## src/rtl/adder8_bist.sv

```systemverilog
// Built-in self test for an external 8-bit adder: LFSR operands, sum checking, error counting.
// Optional first-failure capture is enabled by defining ADDER8_BIST_FAILCAP_EN.
module adder8_bist #(
    parameter int unsigned NUM_VECTORS = 256,
    parameter logic [15:0] SEED        = 16'hACE1
) (
    input  logic       clk,
    input  logic       rst,
    input  logic       start,
    input  logic [7:0] sum_in,
    output logic [7:0] op_a,
    output logic [7:0] op_b,
    output logic       busy,
    output logic       done,
    output logic       pass,
    output logic [7:0] err_count,
    output logic       fail_valid,
    output logic [7:0] fail_a,
    output logic [7:0] fail_b
);

    typedef enum logic [1:0] {StIdle, StDrive, StCheck, StDone} state_e;

    state_e      state_q, state_d;
    logic [15:0] lfsr_q, lfsr_d;
    logic [15:0] vec_cnt_q, vec_cnt_d;
    logic [7:0]  op_a_q, op_a_d;
    logic [7:0]  op_b_q, op_b_d;
    logic [7:0]  err_cnt_q, err_cnt_d;

    logic        start_accept;
    logic        in_check;
    logic        mismatch;
    logic        last_vec;
    logic [7:0]  exp_sum;
    logic [15:0] vec_cnt_inc;
    logic        lfsr_fb;

    assign start_accept = start && ((state_q == StIdle) || (state_q == StDone));
    assign in_check     = (state_q == StCheck);
    assign exp_sum      = op_a_q + op_b_q;
    assign mismatch     = in_check && (sum_in != exp_sum);
    assign vec_cnt_inc  = vec_cnt_q + 16'd1;
    assign last_vec     = (vec_cnt_inc == 16'(NUM_VECTORS));
    assign lfsr_fb      = lfsr_q[15] ^ lfsr_q[13] ^ lfsr_q[12] ^ lfsr_q[10];

    // State register
    always_ff @(posedge clk) begin
        if (rst) begin
            state_q <= StIdle;
        end else begin
            state_q <= state_d;
        end
    end

    // Next-state logic
    always_comb begin
        state_d = state_q;
        unique case (state_q)
            StIdle, StDone: if (start) state_d = StDrive;
            StDrive:        state_d = StCheck;
            StCheck:        state_d = last_vec ? StDone : StDrive;
            default:        state_d = StIdle;
        endcase
    end

    // Output logic
    always_comb begin
        busy = (state_q == StDrive) || (state_q == StCheck);
        done = (state_q == StDone);
        pass = done && (err_cnt_q == 8'd0);
    end

    // Datapath next-state
    always_comb begin
        lfsr_d    = lfsr_q;
        vec_cnt_d = vec_cnt_q;
        op_a_d    = op_a_q;
        op_b_d    = op_b_q;
        err_cnt_d = err_cnt_q;
        if (start_accept) begin
            lfsr_d    = SEED;
            vec_cnt_d = 16'd0;
            err_cnt_d = 8'd0;
        end else if (state_q == StDrive) begin
            op_a_d = lfsr_q[15:8];
            op_b_d = lfsr_q[7:0];
        end else if (in_check) begin
            lfsr_d    = {lfsr_q[14:0], lfsr_fb};
            vec_cnt_d = vec_cnt_inc;
            if (mismatch && (err_cnt_q != 8'hFF)) begin
                err_cnt_d = err_cnt_q + 8'd1;
            end
        end
    end

    always_ff @(posedge clk) begin
        if (rst) begin
            lfsr_q    <= SEED;
            vec_cnt_q <= 16'd0;
            op_a_q    <= 8'd0;
            op_b_q    <= 8'd0;
            err_cnt_q <= 8'd0;
        end else begin
            lfsr_q    <= lfsr_d;
            vec_cnt_q <= vec_cnt_d;
            op_a_q    <= op_a_d;
            op_b_q    <= op_b_d;
            err_cnt_q <= err_cnt_d;
        end
    end

    assign op_a      = op_a_q;
    assign op_b      = op_b_q;
    assign err_count = err_cnt_q;

`ifdef ADDER8_BIST_FAILCAP_EN
    logic       fail_valid_q, fail_valid_d;
    logic [7:0] fail_a_q, fail_a_d;
    logic [7:0] fail_b_q, fail_b_d;

    // Only the first mismatch of a run is latched.
    always_comb begin
        fail_valid_d = fail_valid_q;
        fail_a_d     = fail_a_q;
        fail_b_d     = fail_b_q;
        if (start_accept) begin
            fail_valid_d = 1'b0;
            fail_a_d     = 8'd0;
            fail_b_d     = 8'd0;
        end else if (mismatch && !fail_valid_q) begin
            fail_valid_d = 1'b1;
            fail_a_d     = op_a_q;
            fail_b_d     = op_b_q;
        end
    end

    always_ff @(posedge clk) begin
        if (rst) begin
            fail_valid_q <= 1'b0;
            fail_a_q     <= 8'd0;
            fail_b_q     <= 8'd0;
        end else begin
            fail_valid_q <= fail_valid_d;
            fail_a_q     <= fail_a_d;
            fail_b_q     <= fail_b_d;
        end
    end

    assign fail_valid = fail_valid_q;
    assign fail_a     = fail_a_q;
    assign fail_b     = fail_b_q;
`else
    assign fail_valid = 1'b0;
    assign fail_a     = 8'd0;
    assign fail_b     = 8'd0;
`endif

endmodule

```

## config.mk

```make
export PLATFORM = sky130hd
export DESIGN_NAME = adder8_bist
export DESIGN_NICKNAME = d
export VERILOG_FILES = /design/src/rtl/adder8_bist.sv
export SDC_FILE = /design/constraint.sdc
export NUM_CORES = 1
export LEC_CHECK = 0
export CAP_MARGIN = 0
export CORE_ASPECT_RATIO = 2
export CORE_MARGIN = 3
export CORE_UTILIZATION = 57
export DETAILED_ROUTE_END_ITERATION = 12
export PLACE_DENSITY_LB_ADDON = 0.3
export SYNTH_ARGS = -nofsm -noshare
export SYNTH_HDL_FRONTEND = slang
export SYNTH_SLANG_ARGS = --single-unit
```

## constraint.sdc

```tcl
create_clock -name clk -period 3.95 [get_ports clk]
set_input_delay 1.185 -clock clk [delete_from_list [all_inputs] [get_ports clk]]
set_output_delay 1.185 -clock clk [all_outputs]
set_load 0.02 [all_outputs]
```

==> results of run 1 <==
## metal layers
layer  track usage, %  vias up  wire (µm)
li1                 -     1215          -
met1            22.25     1152       2441
met2            40.70       63       3647
met3            5.640       15        265
met4            12.60        0        218
met5                0        -          0
## worst min path at each step
stage	startpoint	end	slack, ns	depth (start not counted)
floorplan	lfsr_q[11]	lfsr_q[11]	0.46	2
global placement	lfsr_q[7]	lfsr_q[7]	0.49	2
detailed placement	lfsr_q[11]	lfsr_q[11]	0.49	2
CTS	lfsr_q[11]	lfsr_q[11]	0.51	2
global route	lfsr_q[14]	lfsr_q[15]	0.54	2
finish	lfsr_q[9]	lfsr_q[10]	0.51	2
## cell type report
type	count	area (µm²)	share of cell area (%)
Multi-Input combinational cell	261	1753	48.38
Sequential cell	58	1161	32.04
Timing Repair Buffer	42	407.9	11.26
Clock buffer	9	123.9	3.419
Clock inverter	6	82.58	2.279
Tap cell	58	72.57	2.003
Inverter	6	22.52	0.6215
## cell usage after synthesis, drive strengths merged
master,number,area (µm²)
o211ai,1,7.510
fa,1,20.02
or4,2,15.01
and2,1,6.260
nand4,5,31.28
o21bai,1,11.26
inv,6,22.52
nand2,21,78.83
nand2b,1,6.260
clkbuf,14,53.80
a21oi,14,73.82
a21o,3,23.77
a211oi,3,27.52
nand3,19,95.09
xnor2,19,166.4
a31oi,1,6.260
o41ai,3,41.29
or3,5,33.78
nor2,45,168.9
ha,14,175.2
o21ai,8,40.04
o2111ai,1,8.760
and3,9,56.30
nor3,6,30.03
o22ai,1,6.260
and4,3,28.78
buf,20,148.9
xor2,20,175.2
conb,1,3.750
o21a,1,7.510
mux2i,32,320.3
dfxtp,58,1161
o31ai,2,15.01
nor4,2,12.51
## state kept, by name (all words and copies together), names as in the netlist
| name | count |
|---|---|
| err_count | 8 |
| lfsr_q | 16 |
| op_a | 8 |
| op_b | 8 |
| state_q | 2 |
| vec_cnt_q | 16 |
## power breakdown
part | internal (mW) | total [mW] | switching, mW
sequential | 0.605 | 0.625 | 0.0198
combinational | 0.107 | 0.248 | 0.141
clock | 0.348 | 0.577 | 0.229
total | 1.06 | 1.45 | 0.390
## worst max-delay path, stage by stage, from the launching register on
cell and delay [ns]:
dfxtp_1 0.36, or4_1 0.54, nor4_1 0.23, clkdlybuf4s50_1 0.69
## cells by family (layout without fill, tap and decap cells)
logic type	after synthesis	in the layout	share of synthesized area (%)
AND/OR/NAND/NOR	119	119	18.29
XOR/XNOR	39	39	11.09
AO/OA/AOI/OAI	39	39	8.736
other	1	17	0.1218
flip-flops	58	58	37.71
multiplexers	32	32	10.40
adder cells (fa/ha/maj)	15	15	6.339
buffers and inverters	40	63	7.314
==> impl_metrics.json, run 1 <==
{
  "outcome": "finished, final reports clean",
  "cts_tree": "built",
  "layout.cells.non_filler": 440,
  "fin_skew_ns": 0.009401,
  "drv_slew": 0,
  "drt_pass1_iterations": 4,
  "leakagePower_nw": 1.404,
  "hold_buffers": 0,
  "startpoint": "err_count[4]",
  "htree_num_levels": 3,
  "holdCritPathClass": "register to register",
  "num_rows": 37,
  "hpwl_um": 4854,
  "overflow": 0,
  "yosysSeqAreaShare_pct": 37.71,
  "tightest_slew_ns": 0.9712,
  "vdd_drop_max_mv": 0.3970,
  "nFillCells": 408,
  "final_common_cell": "dfxtp_1",
  "cp_data_required_time_ns": 2.76,
  "power_mw": 1.450,
  "path_max_fanout": 7,
  "mostFrequentLayoutCells": "58 x dfxtp_1, 45 x nor2_1, 37 x clkdlybuf4s50_1, 32 x mux2i_1, 21 x nand2_1",
  "antenna_found_initial": 0,
  "finalCriticalPeriod_ns": 3.343,
  "startpoint_type": "register",
  "placed_cell_area_um2": 3417,
  "finalWorstSetupSlack_ns": 0.6066,
  "drive_gt1_share_pct": 7.592,
  "clock.fmax_ghz": 0.2991,
  "die_y_um": 109.9,
  "nets": 404,
  "place_ws_ns": 0.7527,
  "vias_per_cell": 5.557,
  "setup_viol": 0,
  "io-pin-count": 55,
  "rsz0062_at_grt": "no",
  "path_clk_slew_ns": 0.06,
  "antennaDiodeCount": 0,
  "reg2reg_setup_slack_ns": 1.36,
  "final.period_utilization_pct": 84.64,
  "end_kind": "primary output",
  "ctsResizeCount": 0,
  "reg2regPathDepth": 10,
  "dp.cells": 425,
  "finalSetupTns_ns": 0,
  "root_buffer": "clkbuf_8",
  "route.detailed.wl_per_inst_um": 14.94,
  "arrival_ns": 2.16,
  "synth_seq_cells": 58,
  "relSlewSlack_pct": 35.25,
  "route.detailed.drc": 0,
  "ant_nets": 0,
  "r2r-start": "op_a[0]",
  "wl_um": 6572,
  "grt_usage_pct": 22.34,
  "yosysWarningCount": 0,
  "portBuffers": 37,
  "endpoint": "pass",
  "power_density_nw_per_um2": 400.1,
  "synth_cell_type_count": 43,
  "grt_max_degree": 30,
  "cap_violations": 0,
  "fin_area_um2": 3623,
  "dieArea_um2": 6373,
  "gp_congestion": 0.7740,
  "numCtsBuffers": 9,
  "postLayoutCoreUtil_pct": 69.88,
  "finalHoldViolCount": 0,
  "dieWidth_um": 57.97,
  "areaGrowthSynthToFinish_pct": 17.68,
  "postSynthAreaPerCell_um2": 8.977,
  "start_util_pct": 59.39,
  "grt_pass1_wl_um": 10740,
  "r2r-end": "err_count[2]",
  "clk_latency_ns": 0.34,
  "core_um2": 5185,
  "clockBufferDepth": 2,
  "cts_setup_buffers": 0,
  "vias": 2445,
  "grt_pass1_vias": 2379,
  "hold_ws_ns": 0.5106,
  "critical_path_class": "register to primary output",
  "netlist_instances": 343,
  "cts_sinks": 58,
  "drtIter0Drc": 85,
  "synthesis.area_um2": 3079
}
No activity file was read; power rests on OpenSTA's default activity.
==> inputs of run 2 (changes only) <==
- CORE_UTILIZATION: 57 -> 48
- clock period: 3.95 -> 3 ns (I/O delays scaled with it)
==> impl_metrics.json, run 2 (same netlist as run 1, synthesis figures left out) <==
{
  "grt_pass1_vias": 2515,
  "clock.fmax_ghz": 0.3586,
  "combPwrFrac_pct": 14.5,
  "finalSetupTns_ns": 0,
  "cp_data_required_time_ns": 2.10,
  "finalWorstSetupSlack_ns": 0.2110,
  "hold_buffers": 0,
  "path_clk_slew_ns": 0.05,
  "power.switching_uw": 553.3,
  "startpoint_type": "register",
  "ant_nets": 0,
  "end_kind": "primary output",
  "cts_setup_buffers": 0,
  "vias_per_cell": 5.233,
  "arrival_ns": 1.89,
  "clockPowerShare_pct": 48.7,
  "place_ws_ns": 0.08200,
  "grt_pass1_wl_um": 11100,
  "layout.cells.non_filler": 468,
  "dp.cells": 452,
  "cap_violations": 0,
  "dieWidth_um": 62.64,
  "holdCritPathClass": "register to register",
  "p_int_mw": 1.685,
  "ctsResizeCount": 0,
  "power_density_nw_per_um2": 592.3,
  "crit_top_cell": "inv_1",
  "overflow": 0,
  "setup_viol": 0,
  "route.detailed.drc": 0,
  "num_rows": 40,
  "htree_num_levels": 3,
  "finalCriticalPeriod_ns": 2.789,
  "final_common_cell": "dfxtp_1",
  "tightest_slew_ns": 0.9802,
  "portBuffers": 37,
  "antenna_found_initial": 0,
  "route.detailed.wl_per_inst_um": 14.19,
  "drt_pass1_iterations": 4,
  "path_max_fanout": 5,
  "fin_skew_ns": 0.007545,
  "crit_slowest_cell": "clkdlybuf4s50_1",
  "root_buffer": "clkbuf_16",
  "die_y_um": 119.3,
  "vias": 2449,
  "cts_tree": "built",
  "mostFrequentLayoutCells": "58 x dfxtp_1, 45 x nor2_1, 36 x clkdlybuf4s50_1, 32 x mux2i_1, 21 x nand2_1",
  "grt_max_degree": 21,
  "rsz0062_at_grt": "no",
  "final.period_utilization_pct": 92.97,
  "power_mw": 2.239,
  "relSlewSlack_pct": 34.65,
  "vdd_drop_max_mv": 0.3731,
  "critical_path_class": "register to primary output",
  "clk_latency_ns": 0.33,
  "wl_um": 6640,
  "areaGrowthSynthToFinish_pct": 22.76,
  "cp_cell_sequence": "inv_1 -> ha_1 -> inv_1 -> clkdlybuf4s50_1",
  "grt_usage_pct": 19.01,
  "nets": 405,
  "antennaDiodeCount": 0,
  "drv_slew": 0,
  "start_util_pct": 50.43,
  "clockBufferDepth": 2,
  "seqPwrFrac_pct": 36.8,
  "gp_congestion": 0.8193,
  "hpwl_um": 4885,
  "io-pin-count": 55,
  "cts_sinks": 58,
  "nFillCells": 563,
  "core_um2": 6106,
  "slowest_delay_ns": 0.61,
  "reg_top3": "lfsr_q (16), vec_cnt_q (16)",
  "outcome": "finished, final reports clean",
  "drtIter0Drc": 73,
  "dieArea_um2": 7470,
  "finalHoldViolCount": 0,
  "p_sw_share_pct": 24.71,
  "numCtsBuffers": 9,
  "leakagePower_nw": 1.478,
  "postLayoutCoreUtil_pct": 61.91,
  "drive_gt1_share_pct": 7.813
}
run 2: changes by cell type in the layout (fill, tap and decap cells not counted), sizes merged:
cell and delta:
buf +1, clkbuf +2, clkdlybuf4s50 -1, clkinv -1
dlymetal6s2s +1
run 2: metal layers:
layer	share of wire, %	vias to the layer above	wire [µm]	GRT usage, %
met4	3.7	0	245	11.62
met5	0	-	0	0
met3	3.2	20	213	5.755
met2	57	57	3768	36.25
li1	-	1219	-	-
met1	36	1153	2413	16.77
run 2: worst paths after layout:
| path | endpoint | depth (start not counted) | slack (ns) | startpoint |
|---|---|---|---|---|
| setup / recovery | busy | 4 | 0.21 | state_q[0] |
| hold / removal | lfsr_q[15] | 2 | 0.50 | lfsr_q[14] |
| setup reg to reg | err_count[4] | 10 | 0.39 | op_a[0] |
| hold reg to reg | lfsr_q[15] | 2 | 0.50 | lfsr_q[14] |
run 2: area by class of cell:
| cell class | count | area, µm² | area share [%] |
|---|---|---|---|
| multi-input cells | 261 | 1753 | 46.38 |
| flip-flops and latches | 58 | 1161 | 30.72 |
| repair buffers | 43 | 417.9 | 11.06 |
| clock buffers | 11 | 242.7 | 6.422 |
| well taps | 84 | 105.1 | 2.781 |
| clock inverters | 5 | 77.57 | 2.052 |
| inverters | 6 | 22.52 | 0.5958 |
run 2: stage by stage:
| step | hold WS, ns | instance area, µm² |
|---|---|---|
| final | 0.5017 | 3780 |
| after global routing | 0.5378 | 3780 |
| after CTS | 0.5130 | 3777 |
| after detailed placement | 0.4968 | 3457 |
| after global placement | 0.4868 | 3457 |
| after floorplan | 0.4641 | 3139 |
run 2: worst max-delay path: cells and delay by family, from the launching register on:
kind / cells / cell delay, ns
buffers and inverters: 3 / 0.81
flip-flops: 1 / 0.40
adder cells (fa/ha/maj): 1 / 0.35
run 2: power groups by stage:
| stage | Combinational [mW] | Sequential [mW] | Clock [mW] |
|---|---|---|---|
| 2_1_floorplan | 0.221 | 0.855 | 0 |
| 3_3_place_gp | 0.324 | 0.838 | 0 |
| 3_5_place_dp | 0.328 | 0.838 | 0 |
| 4_1_cts | 0.329 | 0.823 | 1.11 |
| 5_1_grt | 0.354 | 0.826 | 1.14 |
| 6_report | 0.325 | 0.823 | 1.09 |
